## src/rtl/cfixmul_pipe.sv

```systemverilog
// cfixmul_pipe: 3-stage pipelined complex fixed-point multiplier (a * b or a * conj(b))
// with round-half-up, output saturation, sticky saturation flag and valid/ready flow control.
module cfixmul_pipe #(
    parameter int IN_BITS  = 19,
    parameter int IN_FRAC  = 17,
    parameter int OUT_BITS = 19,
    parameter int OUT_FRAC = 17
) (
    input  logic                       i_clk,
    input  logic                       i_rst_n,
    input  logic                       i_in_valid,
    output logic                       o_in_ready,
    input  logic                       i_in_conj,
    input  logic signed [IN_BITS-1:0]  i_a_re,
    input  logic signed [IN_BITS-1:0]  i_a_im,
    input  logic signed [IN_BITS-1:0]  i_b_re,
    input  logic signed [IN_BITS-1:0]  i_b_im,
    output logic                       o_out_valid,
    input  logic                       i_out_ready,
    output logic signed [OUT_BITS-1:0] o_p_re,
    output logic signed [OUT_BITS-1:0] o_p_im,
    output logic                       o_out_sat,
    input  logic                       i_sat_clr,
    output logic                       o_sat_sticky
);
    localparam int PW = 2 * IN_BITS;
    localparam int SW = PW + 1;
    localparam int SH = 2 * IN_FRAC - OUT_FRAC;
    localparam logic signed [SW-1:0] RND  = SW'(1) <<< (SH - 1);
    localparam logic signed [SW-1:0] MAXV = (SW'(1) <<< (OUT_BITS - 1)) - SW'(1);
    localparam logic signed [SW-1:0] MINV = ~MAXV;

    // Returns {clamped, value}
    function automatic logic [OUT_BITS:0] sat_fn(input logic signed [SW-1:0] v);
        return (v > MAXV) ? {1'b1, MAXV[OUT_BITS-1:0]} :
               (v < MINV) ? {1'b1, MINV[OUT_BITS-1:0]} : {1'b0, v[OUT_BITS-1:0]};
    endfunction

    logic                      r_v1, r_v2, r_v3;
    logic                      r_conj1, r_conj2;
    logic signed [IN_BITS-1:0] r_ar, r_ai, r_br, r_bi;
    logic signed [PW-1:0]      r_p_rr, r_p_ii, r_p_ri, r_p_ir;
    logic signed [OUT_BITS-1:0] r_pre, r_pim;
    logic                      r_sat, r_sticky;

    logic                      w_ld1, w_ld2, w_ld3;
    logic signed [SW-1:0]      w_rr, w_ii, w_ri, w_ir;
    logic signed [SW-1:0]      w_sum_re, w_sum_im, w_rnd_re, w_rnd_im;
    logic [OUT_BITS:0]         w_c_re, w_c_im;

    // Each stage advances when empty or when the stage after it advances.
    assign w_ld3 = !r_v3 || i_out_ready;
    assign w_ld2 = !r_v2 || w_ld3;
    assign w_ld1 = !r_v1 || w_ld2;
    assign o_in_ready = w_ld1;

    assign w_rr = r_p_rr;
    assign w_ii = r_p_ii;
    assign w_ri = r_p_ri;
    assign w_ir = r_p_ir;
    assign w_sum_re = r_conj2 ? w_rr + w_ii : w_rr - w_ii;
    assign w_sum_im = r_conj2 ? w_ir - w_ri : w_ri + w_ir;
    assign w_rnd_re = (w_sum_re + RND) >>> SH;
    assign w_rnd_im = (w_sum_im + RND) >>> SH;
    assign w_c_re = sat_fn(w_rnd_re);
    assign w_c_im = sat_fn(w_rnd_im);

    always_ff @(posedge i_clk) begin
        if (!i_rst_n) begin
            r_v1    <= 1'b0;
            r_conj1 <= 1'b0;
            r_ar    <= '0;
            r_ai    <= '0;
            r_br    <= '0;
            r_bi    <= '0;
        end else if (w_ld1) begin
            r_v1    <= i_in_valid;
            r_conj1 <= i_in_conj;
            r_ar    <= i_a_re;
            r_ai    <= i_a_im;
            r_br    <= i_b_re;
            r_bi    <= i_b_im;
        end
    end

    always_ff @(posedge i_clk) begin
        if (!i_rst_n) begin
            r_v2    <= 1'b0;
            r_conj2 <= 1'b0;
            r_p_rr  <= '0;
            r_p_ii  <= '0;
            r_p_ri  <= '0;
            r_p_ir  <= '0;
        end else if (w_ld2) begin
            r_v2    <= r_v1;
            r_conj2 <= r_conj1;
            r_p_rr  <= r_ar * r_br;
            r_p_ii  <= r_ai * r_bi;
            r_p_ri  <= r_ar * r_bi;
            r_p_ir  <= r_ai * r_br;
        end
    end

    always_ff @(posedge i_clk) begin
        if (!i_rst_n) begin
            r_v3  <= 1'b0;
            r_pre <= '0;
            r_pim <= '0;
            r_sat <= 1'b0;
        end else if (w_ld3) begin
            r_v3  <= r_v2;
            r_pre <= w_c_re[OUT_BITS-1:0];
            r_pim <= w_c_im[OUT_BITS-1:0];
            r_sat <= w_c_re[OUT_BITS] | w_c_im[OUT_BITS];
        end
    end

    // A saturated beat leaving the block beats a simultaneous clear.
    always_ff @(posedge i_clk) begin
        if (!i_rst_n)
            r_sticky <= 1'b0;
        else if (r_v3 && i_out_ready && r_sat)
            r_sticky <= 1'b1;
        else if (i_sat_clr)
            r_sticky <= 1'b0;
    end

    assign o_out_valid  = r_v3;
    assign o_p_re       = r_pre;
    assign o_p_im       = r_pim;
    assign o_out_sat    = r_sat;
    assign o_sat_sticky = r_sticky;
endmodule

```

## config.mk

```make
export PLATFORM = sky130hd
export DESIGN_NAME = cfixmul_pipe
export DESIGN_NICKNAME = d
export VERILOG_FILES = /design/src/rtl/cfixmul_pipe.sv
export SDC_FILE = /design/constraint.sdc
export NUM_CORES = 2
export LEC_CHECK = 0
export ABC_AREA = 1
export BUFFER_PORTS_ARGS = -buffer_cell sky130_fd_sc_hd__buf_2
export CAP_MARGIN = 20
export CORE_AREA = 4 4 353 355
export CTS_CLUSTER_SIZE = 14
export DETAILED_ROUTE_END_ITERATION = 6
export DIE_AREA = 0 0 357 359
export GPL_ROUTABILITY_DRIVEN = 1
export PLACE_DENSITY_LB_ADDON = 0.08
export SLEW_MARGIN = 20
export SYNTH_ARGS = -nofsm -noshare
export SYNTH_HDL_FRONTEND = slang
export SYNTH_SLANG_ARGS = --single-unit
```

## constraint.sdc

```tcl
create_clock -name i_clk -period 6.56 [get_ports i_clk]
set_input_delay 0.328 -clock i_clk [delete_from_list [all_inputs] [get_ports i_clk]]
set_output_delay 0.328 -clock i_clk [all_outputs]
set_load 0.005 [all_outputs]
```

==> run_summary.xml <==
<?xml version="1.0" encoding="UTF-8"?>
<metrics>
  <group name="outcome">
    <metric name="status" unit="">finished clean</metric>
  </group>
  <group name="floorplanning">
    <metric name="std_cell_rows" unit="">128</metric>
    <metric name="core_area" unit="mm2">0.121</metric>
    <metric name="ioPinCount" unit="">124</metric>
    <metric name="die_w" unit="um">357</metric>
    <metric name="initial_core_util" unit="%">60.7</metric>
    <metric name="vertical_die_dimension" unit="um">359</metric>
    <metric name="die_area" unit="mm2">0.128</metric>
  </group>
  <group name="worst_setup_path">
    <metric name="worst_r2r_startpoint" unit="">r_br[18]$_SDFFE_PN0P_</metric>
    <metric name="timing.reg2reg.worst_path_depth" unit="">22</metric>
    <metric name="critical_path.startpoint_type" unit="">register</metric>
    <metric name="worstPathBufferInverterCount" unit="">5</metric>
    <metric name="setup.reg_to_reg.worst_slack" unit="ps">160</metric>
    <metric name="path_max_fanout" unit="">5</metric>
    <metric name="critPathMostFrequentCell" unit="">sky130_fd_sc_hd__fa_1</metric>
    <metric name="critical_path.endpoint_type" unit="">register</metric>
    <metric name="worst_ep_arrival_time" unit="ps">6970</metric>
    <metric name="reg2reg_to" unit="">r_p_rr[31]$_SDFFE_PN0P_</metric>
    <metric name="cp.required" unit="ps">7120</metric>
    <metric name="cell_chain_critical_path" unit="">inv_1, or2_2, fa_1, fa_1, fa_1, fa_1, fa_1, fa_1, inv_1, ha_1, ha_1, nand2_1, nor2_2, inv_1, nor3_1, inv_1, nor4_1, nand2_1, o2111ai_1, xor2_1, o21ai_0, inv_1</metric>
    <metric name="cpLargestDelayFamily" unit="">adder cells</metric>
    <metric name="delay_contributed_by_the_slowest_stage_of_the_critical_path" unit="ps">580</metric>
    <metric name="critical_path.slowest_cell" unit="">sky130_fd_sc_hd__fa_1</metric>
    <metric name="timing_worst_setup_path_type" unit="">register to register</metric>
  </group>
  <group name="sta">
    <metric name="post-route-min-period" unit="ps">6400</metric>
    <metric name="fin_hold_ws" unit="ps">22.9</metric>
    <metric name="tightest_slew" unit="ps">1170</metric>
    <metric name="final_setup_skew" unit="ps">51.1</metric>
    <metric name="report.final.setup_viol" unit="">0</metric>
    <metric name="slew_viol_final" unit="">0</metric>
    <metric name="slew-limit-headroom" unit="%">22.1</metric>
    <metric name="fin_hold_viols" unit="">0</metric>
    <metric name="fmaxAchievable" unit="MHz">156</metric>
    <metric name="fin_crit_sh" unit="%">97.6</metric>
    <metric name="grt_setup_unrepaired" unit="">yes</metric>
  </group>
  <group name="detailed_routing">
    <metric name="antenna_violating_nets_post_route" unit="">0</metric>
    <metric name="drt_drc_violations_left" unit="">0</metric>
    <metric name="detailedRoute.firstPassIterationCount" unit="">6</metric>
    <metric name="wire_length_the_detailed_router_placed_on_met1" unit="um">96500</metric>
    <metric name="drt_iter0_markers" unit="">6158</metric>
    <metric name="route.met3.wl" unit="um">25500</metric>
    <metric name="detailroute.via_count" unit="">63900</metric>
    <metric name="wl_met2" unit="um">108000</metric>
    <metric name="routed_wire_length_per_instance" unit="um">20.7</metric>
    <metric name="drt-total-wl" unit="um">243000</metric>
    <metric name="avgViaCountPerCell" unit="">5.44</metric>
    <metric name="highest_metal_layer_with_signal_wires" unit="">met5</metric>
  </group>
  <group name="global_route">
    <metric name="grt_overflow" unit="">0</metric>
    <metric name="grt_first_pass_wirelength" unit="um">373000</metric>
    <metric name="grt_max_degree" unit="">106</metric>
    <metric name="grt_pass1_vias" unit="">66300</metric>
    <metric name="grt_use_total" unit="%">37.6</metric>
    <metric name="antenna_found_initial" unit="">6</metric>
  </group>
  <group name="layout">
    <metric name="fin_nets" unit="">12200</metric>
    <metric name="layout-drive-gt1-share" unit="%">10.6</metric>
    <metric name="syn2layout_area_growth" unit="%">12.5</metric>
    <metric name="final_cell_count_no_fill" unit="">11700</metric>
    <metric name="final_cell_area" unit="mm2">0.0830</metric>
    <metric name="finalCoreUtilization" unit="%">68.3</metric>
  </group>
  <group name="logic_synthesis">
    <metric name="post_synthesis_async_set_or_reset_flop_share" unit="%">0</metric>
    <metric name="netlist-cell-type-count" unit="">53</metric>
    <metric name="synth.net_count" unit="">11900</metric>
    <metric name="synth_enable_flop_cells" unit="">0</metric>
    <metric name="most_area_hungry_cell_type_in_the_yosys_netlist" unit="">sky130_fd_sc_hd__fa_1</metric>
    <metric name="ys_seq_area_share" unit="%">7.41</metric>
    <metric name="netlist_instances" unit="">9797</metric>
    <metric name="ys_warn_count" unit="">0</metric>
    <metric name="synthesis.area_per_instance" unit="um2">7.52</metric>
    <metric name="ys_ff_latch" unit="">273</metric>
    <metric name="synth.most_common_cell" unit="">sky130_fd_sc_hd__inv_1</metric>
    <metric name="synth_top_cells_by_area" unit="">sky130_fd_sc_hd__fa_1 40%, sky130_fd_sc_hd__inv_1 13%, sky130_fd_sc_hd__nand2_1 12%</metric>
    <metric name="synth_area" unit="mm2">0.0737</metric>
    <metric name="share_of_yosys_cell_area_claimed_by_the_top_area_cell_type" unit="%">40.1</metric>
    <metric name="synthTopCellsByCount" unit="">2614 x sky130_fd_sc_hd__inv_1, 2453 x sky130_fd_sc_hd__nand2_1, 1476 x sky130_fd_sc_hd__fa_1</metric>
    <metric name="yosys_most_used_dff" unit="">sky130_fd_sc_hd__dfxtp_1</metric>
  </group>
  <group name="cts">
    <metric name="clock_insertion_delay_worst_skew" unit="ps">660</metric>
    <metric name="clkSlewWorstSetupHoldPaths" unit="ps">60</metric>
    <metric name="cts_buffers" unit="">41</metric>
    <metric name="tritoncts" unit="">done</metric>
    <metric name="ctsLongestPathBuffers" unit="">3</metric>
    <metric name="clkSinkCount" unit="">273</metric>
    <metric name="clockRootBuffer" unit="">sky130_fd_sc_hd__clkbuf_16</metric>
    <metric name="htree_num_levels" unit="">2</metric>
  </group>
  <group name="power_and_ir_drop">
    <metric name="worst_ir_drop_vdd" unit="mV">0.579</metric>
    <metric name="cellPowerDensity" unit="mW/mm2">379</metric>
    <metric name="power" unit="mW">31.4</metric>
    <metric name="cellLeakagePower" unit="nW">45.2</metric>
  </group>
  <group name="min_path">
    <metric name="hold-path-endpoint" unit="">r_ai[12]$_SDFFE_PN0P_</metric>
    <metric name="min-delay-start" unit="">i_a_im[12]</metric>
    <metric name="hold_path_class" unit="">input pin to register</metric>
    <metric name="holdPathStages" unit="">3</metric>
  </group>
  <group name="placed_design">
    <metric name="finalWeightedCongestion" unit="">1.04</metric>
    <metric name="placedCellCount" unit="">11500</metric>
    <metric name="io_buffers" unit="">123</metric>
    <metric name="postPlaceCellArea" unit="mm2">0.0790</metric>
    <metric name="dp_hpwl" unit="um">193000</metric>
  </group>
  <group name="job">
    <metric name="max_cap_viol_count" unit="">0</metric>
  </group>
</metrics>
## routing by layer
layer,GRT usage [%],up-vias
li1,-,29000
met1,51.5,31500
met2,59.2,2851
met3,7.72,532
met4,14.3,2
met5,0,-
## area by class of cell
cell class / instances / area (um2)
multi-input cells: 6467 / 57700
fillers: 10300 / 38400
inverters: 2646 / 9940
repair buffers: 653 / 6310
flip-flops and latches: 273 / 5540
well taps: 1625 / 2030
clock buffers: 49 / 1090
clock inverters: 23 / 350
diodes: 2 / 5.00
## sequential cells by signal, summed over array words and instances, names as in the netlist
| register | flops |
|---|---|
| r_conj1 | 1 |
| r_ar | 19 |
| o_out_valid | 1 |
| r_conj2 | 1 |
| r_p_ri | 38 |
| o_sat_sticky | 1 |
| o_out_sat | 1 |
| r_br | 19 |
| r_bi | 19 |
| r_v2 | 1 |
| r_p_rr | 38 |
| r_ai | 19 |
| o_p_im | 19 |
| r_v1 | 1 |
| o_p_re | 19 |
| r_p_ir | 38 |
| r_p_ii | 38 |
## where the power goes
group	internal (mW)	switching (mW)	total, mW
registers	2.17	0.492	2.66
logic	9.58	16.7	26.3
clock network	1.44	1.03	2.47
total	13.2	18.2	31.4
## cell usage in the layout (no fill, tap or decap), types with 15 or more instances in the layout
| master | count |
|---|---|
| sky130_fd_sc_hd__a21o_1 | 15 |
| sky130_fd_sc_hd__a21oi_1 | 334 |
| sky130_fd_sc_hd__a21oi_2 | 62 |
| sky130_fd_sc_hd__a31oi_1 | 24 |
| sky130_fd_sc_hd__buf_12 | 95 |
| sky130_fd_sc_hd__buf_2 | 123 |
| sky130_fd_sc_hd__buf_4 | 335 |
| sky130_fd_sc_hd__clkbuf_16 | 57 |
| sky130_fd_sc_hd__dfxtp_1 | 240 |
| sky130_fd_sc_hd__dfxtp_2 | 19 |
| sky130_fd_sc_hd__dlygate4sd3_1 | 68 |
| sky130_fd_sc_hd__fa_1 | 1450 |
| sky130_fd_sc_hd__fa_2 | 26 |
| sky130_fd_sc_hd__ha_1 | 480 |
| sky130_fd_sc_hd__ha_2 | 29 |
| sky130_fd_sc_hd__ha_4 | 22 |
| sky130_fd_sc_hd__inv_1 | 2600 |
| sky130_fd_sc_hd__inv_2 | 40 |
| sky130_fd_sc_hd__nand2_1 | 2443 |
| sky130_fd_sc_hd__nand2_2 | 55 |
| sky130_fd_sc_hd__nand3_1 | 239 |
| sky130_fd_sc_hd__nand4_1 | 53 |
| sky130_fd_sc_hd__nor2_1 | 437 |
| sky130_fd_sc_hd__nor2_2 | 35 |
| sky130_fd_sc_hd__nor2_4 | 18 |
| sky130_fd_sc_hd__nor3_1 | 36 |
| sky130_fd_sc_hd__o211ai_1 | 18 |
| sky130_fd_sc_hd__o21ai_0 | 247 |
| sky130_fd_sc_hd__o21ai_1 | 35 |
| sky130_fd_sc_hd__xnor2_1 | 76 |
| sky130_fd_sc_hd__xor2_1 | 164 |
## kinds of logic after synthesis
family	Yosys count	share of synthesized area, %
AND/OR/NAND/NOR	3393	18.8
buffers and inverters	3057	15.6
adder cells (fa/ha/maj)	2007	49.1
AO/OA/AOI/OAI	824	6.20
flip-flops	273	7.41
XOR/XNOR	243	2.89
## worst register-to-register path: cells and delay by family, from the launching register on
family / cells / cell delay (ps)
flip-flops: 1 / 530
buffers and inverters: 5 / 640
AND/OR/NAND/NOR: 6 / 1120
XOR/XNOR: 1 / 200
adder cells (fa/ha/maj): 8 / 3630
AO/OA/AOI/OAI: 2 / 190
## how the worst max path moves through the flow
stage | startpoint | to | cells after the start
after floorplan | r_ar[17]$_SDFFE_PN0P_ | r_p_rr[33]$_SDFFE_PN0P_ | 26
after global placement | r_br[1]$_SDFFE_PN0P_ | r_p_ir[28]$_SDFFE_PN0P_ | 26
after detailed placement | r_br[1]$_SDFFE_PN0P_ | r_p_ir[28]$_SDFFE_PN0P_ | 27
after CTS | r_ai[18]$_SDFFE_PN0P_ | r_p_ir[36]$_SDFFE_PN0P_ | 25
after global routing | r_br[1]$_SDFFE_PN0P_ | r_p_ir[36]$_SDFFE_PN0P_ | 24
final | r_br[18]$_SDFFE_PN0P_ | r_p_rr[31]$_SDFFE_PN0P_ | 22
## what timing repair did
action | in CTS | in global routing
hold endpoints to repair | 67 | 0
buffers inserted | 0 | 36
hold buffers | 68 | 0
setup endpoints to repair | 28 | 85
pin swaps | 0 | 44
cloned | 0 | 16
resized for setup | 13 | 317
## per-stage QoR
stage | worst slack, ps | setup TNS (ps)
after floorplan | 201 | 0
after global placement | -276 | -612
after detailed placement | -312 | -1270
after CTS | 1.16 | 0
after global routing | -90.0 | -520
final | 157 | 0
Note: power is estimated with default switching activity, not from simulation.
